`config.mk`:
```
export PLATFORM = sky130hd
export DESIGN_NAME = sram_rd_streamer
export DESIGN_NICKNAME = d
export VERILOG_FILES = /design/src/rtl/sram_rd_streamer.sv
export SDC_FILE = /design/constraint.sdc
export NUM_CORES = 1
export LEC_CHECK = 0
export ABC_AREA = 1
export CAP_MARGIN = 10
export CORE_MARGIN = 3
export CORE_UTILIZATION = 55
export DETAILED_ROUTE_END_ITERATION = 12
export GPL_TIMING_DRIVEN = 0
export HOLD_SLACK_MARGIN = 0.05
export PLACE_DENSITY_LB_ADDON = 0.2
export SYNTH_ARGS = -nofsm -noshare
export SYNTH_HDL_FRONTEND = slang
export SYNTH_SLANG_ARGS = --single-unit
```
`constraint.sdc`:
```
create_clock -name clk -period 2 [get_ports clk]
set_input_delay 0.3 -clock clk [delete_from_list [all_inputs] [get_ports clk]]
set_output_delay 0.3 -clock clk [all_outputs]
set_load 0.1 [all_outputs]
```
`src/rtl/sram_rd_streamer.sv`:
```
// sram_rd_streamer
//   Read sequencer in front of the SRAM wrapper. A burst command (start row,
//   row count) turns into one rd_req per row; returned rows are buffered in
//   a small FIFO and streamed out on a valid/ready interface. Requests are
//   only issued while FIFO space (entries + the one read in flight) is
//   available, so backpressure never drops or overwrites a row.
//
// Ports
//   clk, rst_n            clock, asynchronous active-low reset
//   cmd_valid/cmd_ready   burst command handshake (ready only while idle)
//   cmd_addr, cmd_len     first row, number of rows (0 = empty burst)
//   mem_en, rd_req        wrapper enable / read request (one row per cycle)
//   wr_req                always 0, writes are owned elsewhere
//   address               wrapper row address
//   rd_data_val, rd_data  wrapper read return, one cycle after rd_req
//   out_valid/out_ready   row stream handshake
//   out_data, out_last    row data, final-row marker
//   busy, done            burst in progress, one-cycle completion pulse
//
// Optional build macro SRAM_RD_STREAMER_CHK_EN adds a sticky proto_err
// output flagging unexpected read returns and pushes into a full FIFO.

module sram_rd_streamer #(
  parameter int DATA_W     = 32,
  parameter int ADDR_W     = 7,
  parameter int LEN_W      = 8,
  parameter int FIFO_DEPTH = 4
) (
  input  logic              clk,
  input  logic              rst_n,
  input  logic              cmd_valid,
  output logic              cmd_ready,
  input  logic [ADDR_W-1:0] cmd_addr,
  input  logic [LEN_W-1:0]  cmd_len,
  output logic              mem_en,
  output logic              rd_req,
  output logic              wr_req,
  output logic [ADDR_W-1:0] address,
  input  logic              rd_data_val,
  input  logic [DATA_W-1:0] rd_data,
  output logic              out_valid,
  input  logic              out_ready,
  output logic [DATA_W-1:0] out_data,
  output logic              out_last,
  output logic              busy,
`ifdef SRAM_RD_STREAMER_CHK_EN
  output logic              proto_err,
`endif
  output logic              done
);

  localparam int PTR_W = (FIFO_DEPTH > 1) ? $clog2(FIFO_DEPTH) : 1;
  localparam int CNT_W = PTR_W + 1;
  localparam int SUM_W = CNT_W + 1;

  typedef enum logic [1:0] {IDLE, ISSUE, DRAIN} state_e;

  state_e              state_q, state_d;
  logic [ADDR_W-1:0]   addr_q, addr_d;
  logic [LEN_W-1:0]    rem_q, rem_d;
  logic                inflight_q, inflight_d;
  logic                inflight_last_q, inflight_last_d;
  logic                armed_q, armed_d;
  logic                done_q, done_d;
  logic [DATA_W-1:0]   fifo_data_q [FIFO_DEPTH];
  logic [DATA_W-1:0]   fifo_data_d [FIFO_DEPTH];
  logic [FIFO_DEPTH-1:0] fifo_last_q, fifo_last_d;
  logic [PTR_W-1:0]    wr_ptr_q, wr_ptr_d;
  logic [PTR_W-1:0]    rd_ptr_q, rd_ptr_d;
  logic [CNT_W-1:0]    count_q, count_d;

  logic cmd_accept, credit_ok, issue, push, pop, head_last;

  always_comb begin
    cmd_accept = cmd_valid && (state_q == IDLE);
    // Count the read in flight as already occupying an entry so its return
    // always finds room.
    credit_ok  = ({1'b0, count_q} + SUM_W'(inflight_q)) < SUM_W'(FIFO_DEPTH);
    issue      = (state_q == ISSUE) && credit_ok;
    // A return on the first cycle out of reset belongs to a discarded read.
    push       = rd_data_val && armed_q;
    pop        = (count_q != '0) && out_ready;
    head_last  = fifo_last_q[rd_ptr_q];

    state_d         = state_q;
    addr_d          = addr_q;
    rem_d           = rem_q;
    inflight_d      = issue;
    inflight_last_d = issue && (rem_q == LEN_W'(1));
    armed_d         = 1'b1;
    done_d          = (cmd_accept && (cmd_len == '0)) || (pop && head_last);
    fifo_data_d     = fifo_data_q;
    fifo_last_d     = fifo_last_q;
    wr_ptr_d        = wr_ptr_q;
    rd_ptr_d        = rd_ptr_q;
    count_d         = count_q;

    unique case (state_q)
      IDLE: begin
        if (cmd_accept && (cmd_len != '0)) begin
          addr_d  = cmd_addr;
          rem_d   = cmd_len;
          state_d = ISSUE;
        end
      end
      ISSUE: begin
        if (issue) begin
          addr_d = addr_q + ADDR_W'(1);  // wraps modulo 2^ADDR_W
          rem_d  = rem_q - LEN_W'(1);
          if (rem_q == LEN_W'(1)) state_d = DRAIN;
        end
      end
      DRAIN: begin
        // The last-flagged row is the final push, so popping it empties the FIFO.
        if (pop && head_last) state_d = IDLE;
      end
      default: state_d = IDLE;
    endcase

    if (push) begin
      fifo_data_d[wr_ptr_q] = rd_data;
      fifo_last_d[wr_ptr_q] = inflight_last_q;
      wr_ptr_d              = wr_ptr_q + PTR_W'(1);
    end
    if (pop) rd_ptr_d = rd_ptr_q + PTR_W'(1);

    unique case ({push, pop})
      2'b10:   count_d = count_q + CNT_W'(1);
      2'b01:   count_d = count_q - CNT_W'(1);
      default: count_d = count_q;
    endcase
  end

  always_ff @(posedge clk or negedge rst_n) begin
    if (!rst_n) begin
      state_q         <= IDLE;
      addr_q          <= '0;
      rem_q           <= '0;
      inflight_q      <= 1'b0;
      inflight_last_q <= 1'b0;
      armed_q         <= 1'b0;
      done_q          <= 1'b0;
      for (int i = 0; i < FIFO_DEPTH; i++) fifo_data_q[i] <= '0;
      fifo_last_q     <= '0;
      wr_ptr_q        <= '0;
      rd_ptr_q        <= '0;
      count_q         <= '0;
    end else begin
      state_q         <= state_d;
      addr_q          <= addr_d;
      rem_q           <= rem_d;
      inflight_q      <= inflight_d;
      inflight_last_q <= inflight_last_d;
      armed_q         <= armed_d;
      done_q          <= done_d;
      fifo_data_q     <= fifo_data_d;
      fifo_last_q     <= fifo_last_d;
      wr_ptr_q        <= wr_ptr_d;
      rd_ptr_q        <= rd_ptr_d;
      count_q         <= count_d;
    end
  end

`ifdef SRAM_RD_STREAMER_CHK_EN
  logic proto_err_q, proto_err_d;

  always_comb begin
    proto_err_d = proto_err_q
                || (armed_q && rd_data_val && !inflight_q)
                || (push && (count_q == CNT_W'(FIFO_DEPTH)));
  end

  always_ff @(posedge clk or negedge rst_n) begin
    if (!rst_n) proto_err_q <= 1'b0;
    else        proto_err_q <= proto_err_d;
  end

  assign proto_err = proto_err_q;
`endif

  assign cmd_ready = (state_q == IDLE);
  assign rd_req    = issue;
  assign mem_en    = issue;
  assign wr_req    = 1'b0;
  assign address   = addr_q;
  assign out_valid = (count_q != '0);
  assign out_data  = fifo_data_q[rd_ptr_q];
  // Popped slots keep their stale last bit, so qualify with valid.
  assign out_last  = out_valid && head_last;
  assign busy      = (state_q != IDLE);
  assign done      = done_q;

endmodule

```
# Word-level counts from Yosys, hierarchy flattened
# Cells that the tools add are included.
# Widths: inputs -> output; s select.
[op_classes]
n_eq_ne = 9
bitwise = 2
addsub = 7
mux = 23
n_lt_le_gt_ge = 7
n_reduce_logical = 21
[ops]
columns = ["operator", "n"]
rows = [
  ["$bwmux 128", 1],
  ["$mux 32", 3],
  ["$bmux 32 s2", 1],
  ["$demux 32 s2", 1],
  ["$mux 8", 2],
  ["$pmux 8 s2", 1],
  ["$mux 7", 2],
  ["$pmux 7 s2", 1],
  ["$logic_and 1x1->1", 11],
  ["$eq 8x1->1 const B", 1],
  ["$logic_not 8->1", 1],
  ["$mux 2", 4],
  ["$reduce_bool 8->1", 1],
  ["$sub 8x1->8 const B", 1],
  ["$add 7x1->7 const B", 1],
  ["$ge 3x3->1 const B", 2],
  ["$lt 2x3->1 const B", 2],
  ["$not 2->3", 2],
  ["$pmux 2 s3", 1],
  ["$pmux 3 s2", 1],
  ["$reduce_bool 2->1", 3],
  ["$add 2x1->2 const B", 2],
  ["$add 3x1->4", 1],
  ["$bwmux 4", 1],
  ["17 further kinds", 22],
]
[word_totals]
wordCells = 84
inputBits = 52
ff_bits = 160
output_inout_bits = 47

# Longest topological paths before layout
[logic_depth]
ltp_word = 6
mapped_depth = 10
mapped_depth_nobuf = 10

# Worst setup path before layout
# OpenSTA, ideal clock, no wires.
[synth_timing]
path_kind = "flip-flop to output port"
from = "reg count_q[0]"
to = "out out_last"
stages_incl_launch_ff = 4
slack_ns = -1.801
path_buffers = 0
arrival_time_ns = 3.501
cell_sequence = "dfrtp_1 > inv_1 > nand3_1 > a21boi_0"
[synth_between]
elab_chain_cells = 2
[synth_rtl]
columns = ["item", "line_no", "text"]
rows = [
  ["start, declared", "70", "logic [CNT_W-1:0] count_q, count_d;"],
  ["start signal, assigned", "160", "count_q <= count_d;"],
  ["$reduce_bool 3->1", "186", "assign out_valid = (count_q != '0);"],
  ["net out_valid", "41", "output logic out_valid,"],
  ["$logic_and 1x1->1", "189", "assign out_last = out_valid && head_last;"],
  ["end, declared", "44", "output logic out_last,"],
]
# The timed path passes the listed nets, and every way through them passes these cells.

# Worst setup path after layout
[layout_timing]
from = "reg rd_ptr_q[0]"
to = "out out_data[5]"
[layout_between]
elab_chain_cells = 4
[layout_rtl]
columns = ["item", "line_no", "text"]
rows = [
  ["start, declared", "69", "logic [PTR_W-1:0] rd_ptr_q, rd_ptr_d;"],
  ["start signal, assigned", "159", "rd_ptr_q <= rd_ptr_d;"],
  ["$not 2->3 (not written as such)", "187", "assign out_data = fifo_data_q[rd_ptr_q];"],
  ["$bmux 32 s2", "187", ""],
  ["$mux 32 (not written as such) (2 in a row)", "187", ""],
  ["end, declared", "43", "output logic [DATA_W-1:0] out_data,"],
]
# No other way between the ends. The select of a mux whose other input is x is not followed.

==> impl_metrics.ini <==
[run_status]
status = complete, but fails checks
violations = negative setup slack

[floorplanning]
initial_utilization_pct = 57.2
die_x_um = 122
io_pins = 99
die_h_um = 122
coreArea_um2 = 12900
dieArea_um2 = 14800
row_count = 41

[layout]
fillerInstances = 546
ff_latch_area_um2 = 4010
multi_input_area_um2 = 4090
antenna_cells = 0
final_nets = 1108
area_growth_pct = 54.0
finalInstanceArea_um2 = 11300
final_core_util_pct = 88.1
drive_above_1_share_pct = 29.1

[drt]
drt_iter0_drc = 1162
drcViolationCount = 0
final_antenna_net_count = 0
routed_wirelength_mm = 29.5
wl_per_cell_um = 23.9
num_vias = 7994
first_pass_iters = 6
vias_per_cell = 6.49

[setup_path]
endpoint_kind = output pin
cp-start-kind = register
arrival_ns = 2.04
ff2ff_setup_slack_ns = -0.02
rr_worst_depth = 6
worstPathRequired_ns = 1.70
cp_max_fo = 6
r2r-start = armed_q$_DFF_PN0_
reg2reg_to = fifo_data_q[90]$_DFFE_PN0P_
setup.worst_path.class = register to output pin

[synth]
netlist_area_um2 = 7360
syn_nets = 965
synth-simple-area-share_pct = 19.2
synth.avg_cell_area_um2 = 8.15
synth_xor_area_share_pct = 0.476
ys_seq_area_share_pct = 54.4
synth-compound-area-share_pct = 17.5
synth_cells = 904
ys_types = 27
synthAdderAreaFrac_pct = 1.63
muxShareOfSynthArea_pct = 0
ys_seq_elements = 160
synth_top_family_by_area = simple AND/OR/NAND/NOR gates
yosysWarnings = 0

[placed_design]
gp_congestion = 0.884
placed_area_um2 = 9060
dpl.hpwl_mm = 13.3
io_buffers = 97
pre_cts_ws_ns = -1.06

[min_path]
worst_hold_path_type = input pin to asynchronous set/reset pin

[grt]
grt.met2_usage_pct = 58.8
grt.busiest_layer = met2
track_usage_pct = 37.6
overflow = 0
grt_max_degree = 86
antenna_found_initial = 0
first_global_vias = 7950
grt_util_met1_pct = 46.2
grt_pass1_wl_mm = 42.4
use_met3_pct = 10.7

[clock_tree]
cts_tree = built
clk-insertion-delay-late_ns = 0.44
clkSinkCount = 160
cts_htree_levels = 4
numCtsBuffers = 17
cts_root_buf = clkbuf_16
clock_path_buffers = 2
clkSlewWorstSetupHoldPaths_ns = 0.07

[timing]
period_share_pct = 117
max_freq_mhz = 427
fin_crit_ns = 2.34
final-hold-violation-count = 0
setup_viol = 36
slew_violations = 0
finClkSkew_ns = 0.00810
rsz0062_at_grt = yes
holdWs_ns = 0.406
slew-limit-headroom_pct = 35.2
worst_slew_pin_slew_ns = 0.977
fin_ws_ns = -0.341

[run]
drv_cap = 0
## worst max path at each step
stage               cells after the start               startpoint  slack, ns                      to
finish                                  6  rd_ptr_q[0]$_DFFE_PN0P_      -0.34             out_data[5]
global route                            4  rd_ptr_q[0]$_DFFE_PN0P_      -0.44            out_data[21]
CTS                                     7  rd_ptr_q[0]$_DFFE_PN0P_      -0.15            out_data[19]
detailed placement                      6  rd_ptr_q[0]$_DFFE_PN0P_      -1.06            out_data[19]
global placement                        1                    rst_n      -5.89    rem_q[2]$_DFFE_PN0P_
floorplan                               8   state_q[1]$_DFFE_PN0P_      -0.45  address[0]$_DFFE_PN0P_
## cells by family (layout without fill, tap and decap cells)
group                    after synthesis  after routing
AO/OA/AOI/OAI                        248            248
XOR/XNOR                               4              4
adder cells (fa/ha/maj)                9              9
buffers and inverters                120            276
flip-flops                           160            160
other                                  2              2
AND/OR/NAND/NOR                      361            361
## routing by layer
| metal | vias to the layer above | wire [um] |
|---|---|---|
| li1 | 3225 | - |
| met1 | 3741 | 10200 |
| met2 | 753 | 13500 |
| met3 | 275 | 3280 |
| met4 | 0 | 2450 |
| met5 | - | 0 |
## critical path: stages (launching register included)
cell and delay, ns:
dfrtp_2 0.47, clkinv_4 0.15, buf_12 0.18, buf_12 0.15
o21ai_4 0.27, o22ai_4 0.17, buf_12 0.20
## final cells by class
| cell class | instances | area share (%) |
|---|---|---|
| Clock inverter | 9 | 1.14 |
| Sequential cell | 160 | 35.3 |
| Buffer | 50 | 3.81 |
| Multi-Input combinational cell | 624 | 36.1 |
| Inverter | 65 | 2.22 |
| Timing Repair Buffer | 129 | 15.2 |
| Clock buffer | 23 | 4.30 |
| Tap cell | 172 | 1.90 |
## per-stage QoR
step	TNS [ns]	instances
2_1_floorplan	-6.05	904
3_5_place_dp	-36.77	1174
6_report	-4.48	1232
4_1_cts	-2.70	1237
3_3_place_gp	-977.08	1173
5_1_grt	-5.89	1232
## Yosys cell counts
master    instances  area share [%]
nand3_1          19             1.3
o22ai_1          32             2.7
fa_1              1            0.27
nand4_1           3            0.25
conb_1            2            0.10
xnor2_1           1            0.12
buf_2            20             1.4
nor3_1            1           0.068
o211ai_1          1            0.10
o21ai_2           1            0.12
o21ai_0         210              14
clkbuf_1         31             1.6
xor2_1            3            0.36
or2_2             2            0.17
inv_1            65             3.3
nand2_1         236              12
nand3b_2          1            0.15
buf_4             3            0.31
ha_1              8             1.4
a21boi_0          1            0.10
or2_4             1            0.12
nand3b_1          1            0.10
buf_6             1            0.15
nor2_2            2            0.17
nor2_1           95             4.8
dfrtp_1         160              54
a21oi_1           3            0.20
## placed cells by master (no fill, tap or decap), types with 20 or more instances in the layout
cell type,count
clkdlybuf4s50_1,50
clkbuf_16,22
nor2_1,31
buf_12,44
nor2_4,38
o21ai_0,144
nor2_2,28
dfrtp_1,156
o21ai_4,32
buf_4,20
inv_1,61
nand2_1,235
o22ai_4,32
## flip-flops by register name (all words and copies together) (netlist names)
signal,count
done,1
count_q,3
wr_ptr_q,2
inflight_last_q,1
armed_q,1
address,7
inflight_q,1
fifo_data_q,128
rd_ptr_q,2
rem_q,8
fifo_last_q,4
state_q,2
## what timing repair did
action,in CTS,in global routing
resized for setup,612,92
hold buffers,1,0
endpoints found under the hold margin,75,0
gates cloned,8,0
pin swaps,34,17
buffers inserted,22,5
endpoints found under the setup margin,46,49
Power is left out: the tool's default activity adds up to more than one toggle a clock period on the data nets, which glitch-free logic cannot reach.
==> RTL change, RTL diff (config.mk and constraints unchanged) <==
Set the parameter `LEN_W` to 16 (it was 8).
--- a/src/rtl/sram_rd_streamer.sv
+++ b/src/rtl/sram_rd_streamer.sv
@@ -23,7 +23,7 @@
 module sram_rd_streamer #(
   parameter int DATA_W     = 32,
   parameter int ADDR_W     = 7,
-  parameter int LEN_W      = 8,
+  parameter int LEN_W      = 16,
   parameter int FIFO_DEPTH = 4
 ) (
   input  logic              clk,
Ports: changed (resized cmd_len); port bits go from 99 to 107. No check against the original RTL was run, so the function may have changed too.
==> RTL change against the original RTL <==
The flow still finishes with violations (negative setup slack). Hold slack gained 0.032 ns. Sequential cell count up 8. Cell area is 3.9% higher. Highest routed layer unchanged. Routed wire length fell by 6.3%. Setup slack improved by 0.14 ns. First-iteration DRC count down 11%. Synthesized area is 9.8% higher.
Power is left out: the tool's default activity adds up to more than one toggle a clock period on the data nets, which glitch-free logic cannot reach.
==> RTL change: results (changes against the original RTL) <==
run status: finished with violations
failing checks: negative setup slack
vias in the first global route: 8286 (+4.2%)
Clock Skews: 0.00935 ns (+0.00126 ns)
Worst Path Max Fanout: 8 (+2)
Final setup viols: 33 (-8.3%)
Iter 0 DRT Violations: 1034 (-11%)
pin count of the biggest net entering global routing: 91 (+5.8%)
setup ws final: -0.196 ns (+0.145 ns)
Synth Instances: 1006 (+11%)
share of cells above drive strength 1: 26.2% (-2.8 points)
TNS Setup: -3.97 ns (+0.509 ns)
first-pass GRT wire length: 43300 um (+2.1%)
drt wl/cell: 20.6 um (-14%)
max_slew headroom: 36.5% (+1.3 points)
RD Place Congestion: 0.944 (+6.9%)
synth top area cells: dfrtp_1, o21ai_0, nand2_1
# placed instances: 1292 (+10%)
clock buffer depth: 2 (unchanged)
crit path DAT: 1.90 ns (-0.14 ns)
pre-CTS setup slack: -1.09 ns (-0.0295 ns)
DR vias/cell: 6.10 (-6.0%)
DP HPWL: 14600 um (+9.8%)
fillers: 781 (+43%)
syn nets: 1075 (+11%)
Final Core Density: 83.3% (-4.8 points)
Synth top cells by count: nand2_1, o21ai_0, dfrtp_1
Seq/Total Area, Yosys: 52.0% (-2.4 points)
Global Route Usage Sum: 34.2% (-3.4 points)
Async SR Flop Fraction: 100% (unchanged)
WL final: 27600 um (-6.3%)
[RTL change: critical path: stages, from the launching register on]
cell and delay (ns):
dfrtp_2 0.46, inv_4 0.11, buf_12 0.16, buf_12 0.12
clkbuf_16 0.16, nor2_4 0.04, o22ai_4 0.19, buf_12 0.20
[RTL change: per-layer routing]
layer  global-route usage, %  up-vias  share of wire, %
met4                    17.3        0               4.5
met1                    42.4     3945                37
met2                    56.2      553                50
met5                       0        -                 0
met3                    7.94      131               9.1
li1                        -     3566                 -
[RTL change: final timing paths]
path                                       from               end  slack (ns)  cells past startpoint
max in group asynchronous                 rst_n        address[0]        0.72                      3
worst max-delay path                rd_ptr_q[0]       out_data[3]       -0.20                      7
worst max register to register       count_q[0]        count_q[2]        0.06                     10
worst min register to register  fifo_data_q[94]   fifo_data_q[94]        0.49                      2
min in group clk                      cmd_valid              done        0.48                      3
worst min-delay path                      rst_n  fifo_data_q[106]        0.44                      2
[RTL change: kinds of logic (layout without fill, tap and decap cells)]
family	after synthesis	after routing	synth area share, %
simple gates	422	422	21.2
compound gates	263	263	17.4
flops	168	168	52.0
buf+inv	136	293	7.22
fa+ha+maj	9	9	1.48
xor+xnor	6	6	0.650
other cells	2	2	0.0928
[RTL change: final cells by class]
type                       instances  share of cell area (%)
buffer                            57                    4.51
multi-input combinational        702                    35.8
sequential                       168                    35.7
timing repair buffer             127                    14.3
clock buffer                      24                    4.17
tap                              180                    1.91
inverter                          78                    2.57
clock inverter                     7                   0.987
[RTL change: what timing repair did]
item | CTS | global route
gates cloned | 6 | 0
pin swaps | 32 | 11
buffers inserted | 10 | 4
hold buffers | 1 | 0
setup endpoints to repair | 46 | 44
resized for setup | 574 | 38
endpoints found under the hold margin | 89 | 0
